File: src/rtl/program_loader.sv
// program_loader: byte-serial program image loader for the instruction memory.
// Holds the CPU in reset while a length/data/checksum image is streamed in.
module program_loader #(
    parameter int ADDR_WIDTH = 8,
    parameter int TIMEOUT    = 1000
) (
    input  logic                  i_CLK,
    input  logic                  i_RST,
    input  logic                  i_Start,
    input  logic [7:0]            i_Byte,
    input  logic                  i_ByteValid,
    output logic                  o_ByteReady,
    output logic                  o_WE,
    output logic [ADDR_WIDTH-1:0] o_WAddr,
    output logic [15:0]           o_WData,
    output logic                  o_CPUHold,
    output logic                  o_Busy,
    output logic                  o_Done,
    output logic                  o_Error,
    output logic [ADDR_WIDTH:0]   o_WordCount
);

    localparam int TW = $clog2(TIMEOUT + 1);
    localparam logic [TW-1:0] T_ONE  = TW'(1);
    localparam logic [TW-1:0] T_LAST = TW'(TIMEOUT - 1);
    localparam logic [ADDR_WIDTH:0] C_ONE = (ADDR_WIDTH + 1)'(1);

    typedef enum logic [2:0] {
        S_IDLE,
        S_LEN,
        S_HI,
        S_LO,
        S_WR,
        S_CHK,
        S_DONE,
        S_ERR
    } state_t;

    state_t r_state;
    state_t w_next;

    logic [ADDR_WIDTH:0] r_count;
    logic [ADDR_WIDTH:0] r_n;
    logic [7:0]          r_hi;
    logic [7:0]          r_lo;
    logic [7:0]          r_sum;
    logic [TW-1:0]       r_timer;

    logic                w_wait;
    logic                w_xfer;
    logic                w_tmo;
    logic                w_idle;
    logic [ADDR_WIDTH:0] w_count_inc;

    assign w_wait = (r_state == S_LEN) || (r_state == S_HI) ||
                    (r_state == S_LO)  || (r_state == S_CHK);
    assign w_idle = (r_state == S_IDLE) || (r_state == S_DONE) ||
                    (r_state == S_ERR);
    assign w_xfer = w_wait && i_ByteValid;
    // Timeout fires on the idle cycle that would bring the count to TIMEOUT
    assign w_tmo  = w_wait && !i_ByteValid && (r_timer == T_LAST);
    assign w_count_inc = r_count + C_ONE;

    // State register
    always_ff @(posedge i_CLK) begin
        if (!i_RST) begin
            r_state <= S_IDLE;
        end else begin
            r_state <= w_next;
        end
    end

    // Next-state decode
    always_comb begin
        w_next = r_state;
        unique case (r_state)
            S_IDLE, S_DONE, S_ERR: begin
                if (i_Start) w_next = S_LEN;
            end
            S_LEN: begin
                if (w_tmo) w_next = S_ERR;
                else if (w_xfer) w_next = S_HI;
            end
            S_HI: begin
                if (w_tmo) w_next = S_ERR;
                else if (w_xfer) w_next = S_LO;
            end
            S_LO: begin
                if (w_tmo) w_next = S_ERR;
                else if (w_xfer) w_next = S_WR;
            end
            S_WR: begin
                w_next = (w_count_inc == r_n) ? S_CHK : S_HI;
            end
            S_CHK: begin
                if (w_tmo) w_next = S_ERR;
                else if (w_xfer) w_next = (i_Byte == r_sum) ? S_DONE : S_ERR;
            end
        endcase
    end

    // Datapath: byte capture, checksum, word count and idle timer
    always_ff @(posedge i_CLK) begin
        if (!i_RST) begin
            r_count <= '0;
            r_n     <= '0;
            r_hi    <= '0;
            r_lo    <= '0;
            r_sum   <= '0;
            r_timer <= '0;
        end else begin
            if (w_xfer || !w_wait) begin
                r_timer <= '0;
            end else begin
                r_timer <= r_timer + T_ONE;
            end
            if (w_idle && i_Start) begin
                r_count <= '0;
                r_sum   <= '0;
            end
            if (w_xfer && r_state == S_LEN) begin
                r_n <= (ADDR_WIDTH + 1)'(i_Byte) + C_ONE;
            end
            if (w_xfer && r_state == S_HI) begin
                r_hi  <= i_Byte;
                r_sum <= r_sum + i_Byte;
            end
            if (w_xfer && r_state == S_LO) begin
                r_lo  <= i_Byte;
                r_sum <= r_sum + i_Byte;
            end
            if (r_state == S_WR) begin
                r_count <= w_count_inc;
            end
        end
    end

    assign o_ByteReady = w_wait;
    assign o_WE        = (r_state == S_WR);
    assign o_Busy      = w_wait || (r_state == S_WR);
    assign o_Done      = (r_state == S_DONE);
    assign o_Error     = (r_state == S_ERR);
    // A failed image keeps the core parked in reset
    assign o_CPUHold   = o_Busy || (r_state == S_ERR);
    assign o_WAddr     = r_count[ADDR_WIDTH-1:0];
    assign o_WData     = {r_hi, r_lo};
    assign o_WordCount = r_count;

endmodule

File: config.mk
export PLATFORM = sky130hd
export DESIGN_NAME = program_loader
export DESIGN_NICKNAME = d
export VERILOG_FILES = /design/src/rtl/program_loader.sv
export SDC_FILE = /design/constraint.sdc
export NUM_CORES = 1
export LEC_CHECK = 0
export ABC_AREA = 1
export CAP_MARGIN = 20
export CORE_MARGIN = 2
export CORE_UTILIZATION = 25
export DETAILED_ROUTE_END_ITERATION = 7
export PLACE_DENSITY = 0.53
export SETUP_SLACK_MARGIN = 0.4
export SLEW_MARGIN = 10
export SYNTH_ARGS = -nofsm -noshare
export SYNTH_HDL_FRONTEND = slang
export SYNTH_SLANG_ARGS = --single-unit
File: constraint.sdc
create_clock -name i_CLK -period 1.7 [get_ports i_CLK]
set_input_delay 0.17 -clock i_CLK [delete_from_list [all_inputs] [get_ports i_CLK]]
set_output_delay 0.17 -clock i_CLK [all_outputs]
set_load 0.02 [all_outputs]
# Yosys cells after proc, flatten, opt, wreduce, memory -nomap -nowiden
# Cells that the tools add are included.
word_totals:
  out_inout_bits: 39
  ff_bits: 55
  inputBits: 12
op_classes:
  reduce_logical: 23
  n_bitwise: 1
  addsub: 4
  eq_ne: 15
  n_mux: 17
ops:
  columns: ["operator", "count"]
  rows:
  - ["3-bit 2-to-1 mux", 10]
  - ["8-bit 2-to-1 mux", 3]
  - ["9-bit 2-to-1 mux", 2]
  - ["3-bit case mux with 6 select lines", 1]
  - ["3-bit equality test (second input constant)", 4]
  - ["3-bit != test (second input constant)", 4]
  - ["10-bit by 1-bit adder with 10-bit output (second input constant)", 1]
  - ["10-bit equality test (second input constant)", 1]
  - ["8-bit by 1-bit adder with 9-bit output (second input constant)", 1]
  - ["9-bit by 1-bit adder with 9-bit output (second input constant)", 1]
  - ["9-bit equality test", 1]
  - ["8-bit adder", 1]
  - ["8-bit equality test", 1]
  - ["1-bit logical OR", 8]
  - ["1-bit logical AND", 7]
  - ["3-bit by 2-bit equality test with 1-bit output (second input constant)", 2]
  - ["5-bit AND reduction", 1]
  - ["3-bit by 1-bit equality test with 1-bit output (second input constant)", 1]
  - ["3-bit zero test", 1]
  - ["3-bit nonzero test", 1]
  - ["3-bit OR reduction", 1]
  - ["1-bit zero test", 2]
  - ["2-bit != test (second input constant)", 1]
  - ["2-bit nonzero test", 1]
  - ["other kinds (3)", 3]

# Longest topological paths before layout
# Gate-level depths: netlist (run 1).
logic_depth:
  depth_word: 8
  ltp_mapped: 14
  ltp_nobuf: 14

# Worst setup path after synthesis (run 1)
# No wires, ideal clock.
synth_timing:
  kind: "reg-to-reg"
  startpoint: "register r_sum[0]"
  endpoint: "register r_sum[6]"
  stages_incl_launch_ff: 14
  path_buffers: 0
  setup_ns: 0.071
  arrival_time_ns: 1.722
  slack_ns: -0.093
  t_required_ns: 1.629
  period_less_slack_ns: 1.793
  path_cell_list: "dfxtp_1 > ha_1 > fa_1 > nand2_1 > inv_1 > o21ai_0 > nand2_1 > nand2_1 > nand2_1 > a21oi_1 > nor2_1 > nor2_1 > nand2_1 > a21oi_1"
synth_via:
  elab_chain_len: 3
synth_rtl:
  columns: ["item", "line", "source"]
  rows:
  - ["start: declaration", "46", "logic [7:0] r_sum;"]
  - ["start signal: assignment", "126", "r_sum <= r_sum + i_Byte;"]
  - ["start signal: assignment", "130", "r_sum <= r_sum + i_Byte;"]
  - ["8-bit adder *", "126, 130", null]
  - ["8-bit 2-to-1 mux", "124", "if (w_xfer && r_state == S_HI) begin"]
  - ["8-bit 2-to-1 mux *", "128", "if (w_xfer && r_state == S_LO) begin"]
# Every way passes the cells marked *; elsewhere a longest branch is shown, timed or not.
# A chain may end at the register's enable or synchronous reset.

# Worst setup path in the final report (run 1)
# Same ends and word-level chain as after synthesis.

==> impl_metrics.py, run 1 <==
metrics = {
    "outcome": {
        "status": "finished, violations left",
        "violations": "setup timing",
    },
    "cells_and_area": {
        "final_common_cell": "nand2_1",
        "nNetsFinal": 558,
        "area.growth.synth_to_final_pct": 57.6,
        "fill_cells": 1200,
        "fin_area_mm2": 0.00473,
        "final_cell_mix": "nand2_1, nor2_1, inv_1, buf_4, dfxtp_1",
        "drive_gt1_share_pct": 36.9,
        "num_antenna_cells": 0,
        "stdcell_count": 683,
    },
    "yosys": {
        "synth_cell_type_count": 34,
        "async_reset_ff_share_pct": 0,
        "netlist_instances": 437,
        "synth_flop_cell": "dfxtp_1",
        "synth_nets": 460,
        "netlist_area_mm2": 0.00300,
        "syn_area_per_cell_um2": 6.87,
        "yosysWarnings": 0,
        "synth_edf_count": 0,
        "synth_seq_cells": 55,
        "synth-seq-area-share_pct": 36.7,
    },
    "power": {
        "power.density_mw_per_mm2": 1040,
        "finalPower_mw": 4.94,
        "ir_worst_vdd_mv": 0.604,
        "p_leak_nw": 2.03,
    },
    "global_route": {
        "antenna_found_initial": 0,
        "grt_pass1_wl_um": 14000,
        "grt_pass1_vias": 3015,
        "grt_overflow": 0,
        "grtUsageTotal_pct": 13.2,
        "grt_max_degree": 25,
    },
    "timing": {
        "fin_skew_ns": 0.00883,
        "timing.final.ws_setup_ns": -0.0794,
        "clock.fmax_mhz": 562,
        "fin_crit_ns": 1.78,
        "rsz0062_at_grt": "yes",
        "relSlewSlack_pct": 76.5,
        "finalHoldViolCount": 0,
        "timing.final.crit_share_pct": 105,
        "setup_viol": 1,
        "tightestPinTransition_ns": 0.349,
        "drv_slew": 0,
    },
    "clocking": {
        "cts_buffer_depth": 2,
        "clock-sinks": 55,
        "clk_pin_slew_ns": 0.08,
        "insertion_delay_ns": 0.30,
        "cts_tree": "built",
        "cts_buffers": 5,
        "cts.htree.levels": 2,
        "cts-root-buf": "clkbuf_16",
    },
    "setup_path": {
        "timing.rr.end": "r_sum[6]",
        "endpoint_kind": "flip-flop",
        "crit_start": "r_sum[0]",
        "crit_end": "r_sum[6]",
        "cp_data_required_time_ns": 1.93,
        "worstSetupPathType": "flip-flop to flip-flop",
        "timing.reg2reg.worst_path_depth": 13,
        "rr_startpoint": "r_sum[0]",
        "r2r_setup_slack_ns": -0.08,
        "cp.arrival_ns": 2.01,
        "crit_path_max_fanout": 2,
        "cp-start-kind": "flip-flop",
    },
    "floorplanning": {
        "initial_core_util_pct": 25.3,
        "num_rows": 40,
        "dieArea_mm2": 0.0129,
        "ios": 51,
        "core_area_mm2": 0.0119,
        "fp.dieW_um": 114,
        "fp.dieH_um": 114,
    },
    "drt": {
        "drc": 0,
        "first_iter_violations": 135,
        "ant_nets": 0,
        "dr.pass1.iters": 5,
        "vias": 3118,
        "routed_wl_um": 8760,
        "wire_per_inst_um": 12.8,
        "routed_via_density": 4.57,
    },
    "place": {
        "placed_cells": 648,
        "place_congestion": 0.833,
        "dpl_cell_area_mm2": 0.00396,
        "place.port_buffers": 50,
        "hpwl_um": 6030,
    },
    "flow_run": {
        "maxCapViolCount": 0,
    },
    "worst_hold_path": {
        "hold_class": "input pin to flip-flop",
    },
}
-- kinds of logic after synthesis --
kind of cell / after synthesis / share of synthesized area (%)
AO/OA/AOI/OAI: 81 / 14.0
XOR/XNOR: 8 / 2.33
adder cells (fa/ha/maj): 11 / 4.83
buffers and inverters: 67 / 9.37
flip-flops: 55 / 36.7
AND/OR/NAND/NOR: 215 / 32.8
-- metrics by stage --
step | util, % | setup TNS, ns | setup WS [ns] | hold slack (ns)
after global routing | 39.9 | -0.477 | -0.232 | 0.257
after floorplan | - | 0 | 0.0294 | 0.259
after detailed placement | 33.3 | -1.85 | -0.453 | 0.438
after CTS | 36.3 | -0.0531 | -0.0531 | 0.417
after global placement | 33.3 | -1.72 | -0.426 | 0.434
final | 39.9 | -0.0794 | -0.0794 | 0.246
-- report_power, final --
part / internal [mW] / switching (mW) / total, mW / leakage [nW]
Combinational: 0.932 / 1.19 / 2.12 / 1.49
Clock: 0.708 / 0.503 / 1.21 / 0.0830
Sequential: 1.45 / 0.161 / 1.61 / 0.458
Total: 3.09 / 1.85 / 4.94 / 2.03
-- worst min-delay path by stage --
stage                     cells after the start          to       start
after floorplan                               1      r_n[0]   i_Byte[0]
after global placement                        1  r_timer[0]  r_timer[0]
after detailed placement                      1  r_timer[0]  r_timer[0]
after CTS                                     3      r_n[0]   i_Byte[0]
after global routing                          3      r_n[0]   i_Byte[0]
final                                         3      r_n[0]   i_Byte[0]
-- synth_stat cells (2+ instances only) --
library cell  number  area (um^2)
nor3_1             6         30.0
nand3_2            2         20.0
nor2_2             3         18.8
buf_4              8         60.1
xor2_1             7         61.3
dfxtp_1           55         1100
o21ai_0           34          170
nand3_1           30          150
nor3b_1            2         15.0
nor4_1             2         12.5
nand4_1            3         18.8
a21oi_1           42          210
inv_1             46          173
nor2_1            53          199
inv_2              7         26.3
nand2_1           98          368
nor2_4             6         67.6
nand2_2            4         25.0
clkbuf_1           5         18.8
ha_1              10          125
-- registers in the layout (all words and copies together) (netlist names) --
register     flops
o_WordCount      9
r_hi             8
r_lo             8
r_n              9
r_state          3
r_sum            8
r_timer         10
-- worst max-delay path, stage by stage, from the launching register on --
cell and delay (ns):
dfxtp_2 0.34, ha_4 0.16, fa_2 0.35, nand2_2 0.08, inv_2 0.04, o21ai_2 0.14, nand2_1 0.07, nand2_1 0.07
nand2_1 0.06, a21oi_2 0.13, nor2_1 0.05, nor2_1 0.07, nand2_1 0.05, a21oi_1 0.10
-- per-layer routing --
metal | vias up | track usage [%] | wire [um]
met2 | 49 | 24.2 | 4560
li1 | 1614 | - | -
met1 | 1447 | 15.8 | 3860
met5 | - | 0 | 0
met3 | 8 | 2.34 | 227
met4 | 0 | 4.07 | 107
-- repair_timing --
item,CTS,global route
pin swaps,17,40
hold buffers,0,0
gates cloned,1,1
gates resized for setup,105,116
setup endpoints to repair,78,63
buffers inserted,12,13
-- layout make-up --
type | instances | area (um^2) | area share (%)
inverter | 54 | 234 | 4.94
multi-input combinational | 316 | 2040 | 43.1
tap | 147 | 184 | 3.89
sequential | 55 | 1140 | 24.1
timing repair buffer | 102 | 955 | 20.2
timing repair inverter | 1 | 7.51 | 0.159
clock buffer | 6 | 129 | 2.72
clock inverter | 2 | 41.3 | 0.872
(Power assumes the default switching activity.)
==> run 2: changes to the inputs <==
--- a/config.mk
+++ b/config.mk
@@ -10,7 +10,6 @@
 export CORE_MARGIN = 2
 export CORE_UTILIZATION = 25
 export DETAILED_ROUTE_END_ITERATION = 7
-export PLACE_DENSITY = 0.53
 export SETUP_SLACK_MARGIN = 0.4
 export SLEW_MARGIN = 10
 export SYNTH_ARGS = -nofsm -noshare
==> impl_metrics.py, run 2 (synthesis gave the netlist of run 1 again) <==
metrics = {
    "floorplanning": {
        "fp.dieH_um": 114,
        "initial_core_util_pct": 25.3,
        "num_rows": 40,
        "dieArea_mm2": 0.0129,
        "core_area_mm2": 0.0119,
        "fp.dieW_um": 114,
        "ios": 51,
    },
    "setup_path": {
        "crit_buf_inv": 1,
        "slowest_stage": "dfxtp_2",
        "cp.arrival_ns": 2.10,
        "crit_chain": "ha_4 > fa_2 > nand2_2 > inv_2 > o21ai_2 > nand2_1 > nand2_2 > nand2_2 > a21oi_2 > nor2_1 > nor2_1 > nand2_1 > a21oi_1",
        "rr_startpoint": "r_sum[0]",
        "cp-start-kind": "flip-flop",
        "timing.critical_path.mode_cell": "nand2_2",
        "timing.rr.end": "r_sum[6]",
        "crit_start": "r_sum[0]",
        "worst-path-stages": 13,
        "worstSetupPathType": "flip-flop to flip-flop",
        "crit_end": "r_sum[6]",
        "timing.reg2reg.worst_path_depth": 13,
        "r2r_setup_slack_ns": -0.17,
        "crit_path_max_fanout": 2,
        "cp_data_required_time_ns": 1.92,
        "crit_family": "adder cells",
        "endpoint_kind": "flip-flop",
        "max_stage_delay_ns": 0.34,
    },
    "global_route": {
        "grt_pass1_vias": 2997,
        "grt_max_degree": 25,
        "grt_overflow": 0,
        "grt_pass1_wl_um": 14000,
        "grtUsageTotal_pct": 13.3,
        "antenna_found_initial": 0,
    },
    "worst_hold_path": {
        "worstHoldPathCells": 4,
        "hold_class": "input pin to flip-flop",
    },
    "timing": {
        "drv_slew": 0,
        "fin_setup_tns_ns": -0.314,
        "tightestPinTransition_ns": 0.284,
        "fin_crit_ns": 1.87,
        "finalHoldWorstSlack_ns": 0.362,
        "timing.final.crit_share_pct": 110,
        "setup_viol": 2,
        "fin_skew_ns": 0.00869,
        "clock.fmax_mhz": 534,
        "timing.final.ws_setup_ns": -0.173,
        "relSlewSlack_pct": 81.0,
        "rsz0062_at_grt": "yes",
        "finalHoldViolCount": 0,
    },
    "power": {
        "seqPwrFrac_pct": 34.4,
        "ir_worst_vdd_mv": 0.493,
        "clock_power_share_pct": 22.3,
        "p_leak_nw": 2.02,
        "p_switching_mw": 1.74,
        "power.density_mw_per_mm2": 984,
        "p_int_mw": 2.92,
        "p_comb_share_pct": 43.3,
        "p_sw_share_pct": 37.4,
    },
    "drt": {
        "routed_wl_um": 8790,
        "wire_per_inst_um": 12.7,
        "routed_via_density": 4.55,
        "top_layer_used": "met4",
        "ant_nets": 0,
        "wl_met2_um": 4520,
        "first_iter_violations": 132,
        "vias": 3147,
        "wl_met3_um": 255,
        "drc": 0,
        "met1_length_um": 3820,
        "dr.pass1.iters": 4,
    },
    "cells_and_area": {
        "nNetsFinal": 566,
        "final_cell_mix": "nand2_1, buf_4, inv_1, nor2_1, a21oi_1",
        "largest_reg_flops": 10,
        "area.growth.synth_to_final_pct": 57.8,
        "drive_gt1_share_pct": 37.5,
        "final_util_pct": 40.0,
        "final_common_cell": "nand2_1",
        "regMostFlops": "r_timer",
        "num_antenna_cells": 0,
    },
    "outcome": {
        "violations": "setup timing",
        "status": "finished, violations left",
    },
    "clocking": {
        "cts_tree": "built",
        "clk_pin_slew_ns": 0.07,
        "cts_buffers": 5,
        "cts-root-buf": "clkbuf_16",
        "cts.htree.levels": 2,
        "insertion_delay_ns": 0.29,
        "holdBufCountCts": 0,
        "cts_buffer_depth": 2,
        "clock-sinks": 55,
    },
    "flow_run": {
        "maxCapViolCount": 0,
    },
    "place": {
        "place_congestion": 0.834,
        "place.port_buffers": 50,
        "hpwl_um": 6050,
    },
}
-- run 2: cell types whose count changed in the layout (fill, tap and decap cells not counted), sizes merged --
cell / previous run / this run
buf: 58 / 66
inv: 52 / 54
dlymetal6s2s: 6 / 2
clkdlybuf4s50: 3 / 4
bufinv: 1 / 0
clkbuf: 9 / 7
dlygate4sd2: 27 / 33
clkinvlp: 2 / 1
clkinv: 2 / 1
-- run 2: power groups by stage --
| stage | registers [mW] | clock network [mW] | logic (mW) |
|---|---|---|---|
| after detailed placement | 1.60 | 0 | 1.61 |
| final | 1.60 | 1.04 | 2.02 |
| after global routing | 1.62 | 1.13 | 2.21 |
| after CTS | 1.59 | 1.08 | 1.80 |
| after floorplan | 1.64 | 0 | 0.919 |
| after global placement | 1.59 | 0 | 1.59 |
-- run 2: worst reg2reg max path, cell delays in order (launching register included) --
cell     delay [ns]
dfxtp_2        0.34
ha_4           0.16
fa_2           0.34
nand2_2        0.08
inv_2          0.04
o21ai_2        0.18
nand2_1        0.10
nand2_2        0.09
nand2_2        0.05
a21oi_2        0.13
nor2_1         0.05
nor2_1         0.08
nand2_1        0.05
a21oi_1        0.10
-- run 2: through the flow --
step / setup slack, ns / area [um^2] / total power [mW] / std cells
after detailed placement: -0.448 / 3980 / 3.21 / 651
after global routing: -0.317 / 4740 / 4.96 / 691
after global placement: -0.420 / 3980 / 3.18 / 651
final: -0.173 / 4740 / 4.66 / 691
after CTS: -0.0776 / 4380 / 4.46 / 680
after floorplan: 0.0294 / 3150 / 2.56 / 437
-- run 2: layout make-up --
class | instances | area (um^2)
repair buffers | 110 | 1000
clock inverters | 1 | 8.76
flip-flops and latches | 55 | 1140
well taps | 147 | 184
repair inverters | 1 | 7.51
inverters | 54 | 223
clock buffers | 7 | 143
fillers | 1166 | 7120
multi-input cells | 316 | 2030
-- run 2: worst min path at each step --
stage | start | endpoint | slack (ns)
2_1_floorplan | i_Byte[0] | r_n[0] | 0.26
3_3_place_gp | r_timer[0] | r_timer[0] | 0.43
3_5_place_dp | r_timer[0] | r_timer[0] | 0.44
4_1_cts | i_Byte[0] | r_n[0] | 0.40
5_1_grt | i_Byte[0] | r_n[0] | 0.37
6_report | i_Byte[1] | r_hi[1] | 0.36
-- run 2: per-layer routing --
| metal | global-route usage, % | vias to the layer above |
|---|---|---|
| met4 | 4.07 | 0 |
| li1 | - | 1627 |
| met2 | 24.6 | 53 |
| met5 | 0 | - |
| met3 | 2.28 | 17 |
| met1 | 15.6 | 1450 |
-- run 2: timing repair --
| action | CTS | global route |
|---|---|---|
| cloned | 1 | 1 |
| pin swaps | 27 | 28 |
| gates resized for setup | 117 | 92 |
| buffers inserted | 20 | 10 |
| setup endpoints to repair | 81 | 60 |
| hold endpoints to repair | 0 | 0 |
==> run 3: changes to the inputs <==
--- a/config.mk
+++ b/config.mk
@@ -6,10 +6,10 @@
 export NUM_CORES = 1
 export LEC_CHECK = 0
 export ABC_AREA = 1
-export CAP_MARGIN = 20
 export CORE_MARGIN = 2
-export CORE_UTILIZATION = 25
+export CORE_UTILIZATION = 48
 export DETAILED_ROUTE_END_ITERATION = 7
+export PLACE_DENSITY = 0.76
 export SETUP_SLACK_MARGIN = 0.4
 export SLEW_MARGIN = 10
 export SYNTH_ARGS = -nofsm -noshare
==> impl_metrics.py, run 3 (synthesis gave the netlist of run 1 again) <==
metrics = {
    "outcome": {
        "status": "finished, violations left",
        "violations": "setup timing",
    },
    "timing": {
        "finalHoldWorstSlack_ns": 0.381,
        "drv_slew": 0,
        "fin_skew_ns": 0.0114,
        "setup_viol": 3,
        "clock.fmax_mhz": 517,
        "fin_crit_ns": 1.93,
        "timing.final.ws_setup_ns": -0.234,
        "rsz0062_at_grt": "yes",
        "tightestPinTransition_ns": 0.373,
        "timing.final.crit_share_pct": 114,
        "finalHoldViolCount": 0,
        "relSlewSlack_pct": 75.0,
    },
    "clocking": {
        "clock-sinks": 55,
        "insertion_delay_ns": 0.32,
        "cts_buffers": 5,
        "cts_buffer_depth": 2,
        "cts-root-buf": "clkbuf_8",
        "cts.htree.levels": 2,
        "cts_tree": "built",
        "holdBufCountCts": 0,
        "clk_pin_slew_ns": 0.10,
    },
    "floorplanning": {
        "fp.dieH_um": 83.1,
        "dieArea_mm2": 0.00691,
        "core_area_mm2": 0.00599,
        "fp.dieW_um": 83.1,
        "ios": 51,
        "initial_core_util_pct": 50.1,
        "num_rows": 28,
    },
    "drt": {
        "drc": 0,
        "ant_nets": 0,
        "first_iter_violations": 194,
        "routed_via_density": 5.71,
        "vias": 3572,
        "dr.pass1.iters": 5,
        "wire_per_inst_um": 17.3,
        "routed_wl_um": 10800,
    },
    "place": {
        "place.port_buffers": 50,
        "hpwl_um": 5690,
        "place_congestion": 0.898,
    },
    "setup_path": {
        "crit_start": "r_sum[0]",
        "worstSetupPathType": "flip-flop to flip-flop",
        "timing.rr.end": "r_sum[6]",
        "crit_path_max_fanout": 2,
        "rr_startpoint": "r_sum[0]",
        "endpoint_kind": "flip-flop",
        "cp-start-kind": "flip-flop",
        "cp.arrival_ns": 2.18,
        "timing.reg2reg.worst_path_depth": 13,
        "cp_data_required_time_ns": 1.95,
        "crit_end": "r_sum[6]",
        "r2r_setup_slack_ns": -0.23,
    },
    "worst_hold_path": {
        "hold_class": "input pin to flip-flop",
    },
    "global_route": {
        "grt_overflow": 0,
        "grt_pass1_vias": 3112,
        "grtUsageTotal_pct": 24.2,
        "grt_pass1_wl_um": 13800,
        "grt_max_degree": 25,
        "antenna_found_initial": 0,
    },
    "cells_and_area": {
        "regArea_mm2": 0.00115,
        "nNetsFinal": 573,
        "final_cell_mix": "nand2_1, buf_4, inv_1, a21oi_1, dfxtp_1",
        "multi_input_area_mm2": 0.00216,
        "area.growth.synth_to_final_pct": 62.8,
        "drive_gt1_share_pct": 41.2,
        "largest_reg_flops": 10,
        "fill_cells": 331,
        "regMostFlops": "r_timer",
        "final_common_cell": "nand2_1",
        "num_antenna_cells": 0,
    },
    "power": {
        "power.density_mw_per_mm2": 1010,
        "p_leak_nw": 2.08,
        "finalPower_mw": 4.96,
        "ir_worst_vdd_mv": 0.687,
    },
    "flow_run": {
        "maxCapViolCount": 0,
    },
}
-- run 3: changes by cell type in the layout (fill, tap and decap cells not counted), moves of 4 or more --
cell	before	now
nor2_2	15	11
dlygate4sd2_1	33	29
clkbuf_16	5	0
nand2_1	82	87
clkbuf_8	1	5
nor2_4	12	27
nand2_2	17	10
clkbuf_2	0	5
buf_6	21	29
nor2_1	36	26
buf_4	42	37
-- run 3: metal layers --
metal / part of all wire, % / vias to the layer above / track usage [%]
met5: 0 / - / 0
met4: 5.0 / 0 / 10.7
met3: 6.0 / 59 / 3.88
met2: 52 / 193 / 44.4
met1: 37 / 1667 / 27.2
li1: - / 1653 / -
-- run 3: critical path, stage by stage (launching register included) --
cell,delay [ns]
dfxtp_2,0.35
ha_4,0.17
fa_2,0.34
nand2_2,0.09
inv_2,0.05
o21ai_2,0.15
nand2_1,0.06
nand2_1,0.07
nand2_1,0.07
a21oi_2,0.15
nor2_1,0.06
nor2_1,0.11
nand2_1,0.08
a21oi_1,0.12
-- run 3: how the worst min path moves through the flow --
stage / start / endpoint / slack, ns / cells past startpoint
after floorplan: i_Byte[0] / r_n[0] / 0.26 / 1
after global placement: r_timer[0] / r_timer[0] / 0.43 / 1
after detailed placement: r_timer[0] / r_timer[0] / 0.44 / 1
after CTS: i_Byte[0] / r_n[0] / 0.39 / 3
after global routing: i_Byte[3] / r_lo[3] / 0.39 / 4
final: i_Byte[3] / r_lo[3] / 0.38 / 4
-- run 3: repair_timing --
item	in CTS	in global routing
endpoints found under the hold margin	0	0
pin swaps	34	41
buffers inserted	18	21
gates cloned	2	2
resized for setup	131	139
endpoints found under the setup margin	81	66
-- run 3: power by group --
part	leakage (nW)	internal, mW	switching (mW)
logic	1.55	0.961	1.33
registers	0.458	1.45	0.181
clock network	0.0654	0.589	0.454
total	2.08	3.00	1.96
-- run 3: per-stage QoR --
step | util, % | cell area [um^2] | setup TNS (ns) | std cells | setup WS [ns]
finish | 81.6 | 4890 | -0.305 | 626 | -0.234
global route | 81.6 | 4890 | -0.683 | 626 | -0.380
CTS | 71.7 | 4300 | -0.0779 | 603 | -0.0779
detailed placement | 64.4 | 3860 | -1.69 | 575 | -0.436
global placement | 64.4 | 3860 | -1.44 | 575 | -0.389
floorplan | - | 3150 | 0 | 437 | 0.0294
-- run 3: area by class of cell --
cell class                 count  area share, %
timing repair inverter         1          0.179
clock inverter                 2           1.23
timing repair buffer         116           22.5
inverter                      54           5.19
tap                           75           1.92
clock buffer                   6           1.48
sequential                    55           23.4
multi-input combinational    317           44.1
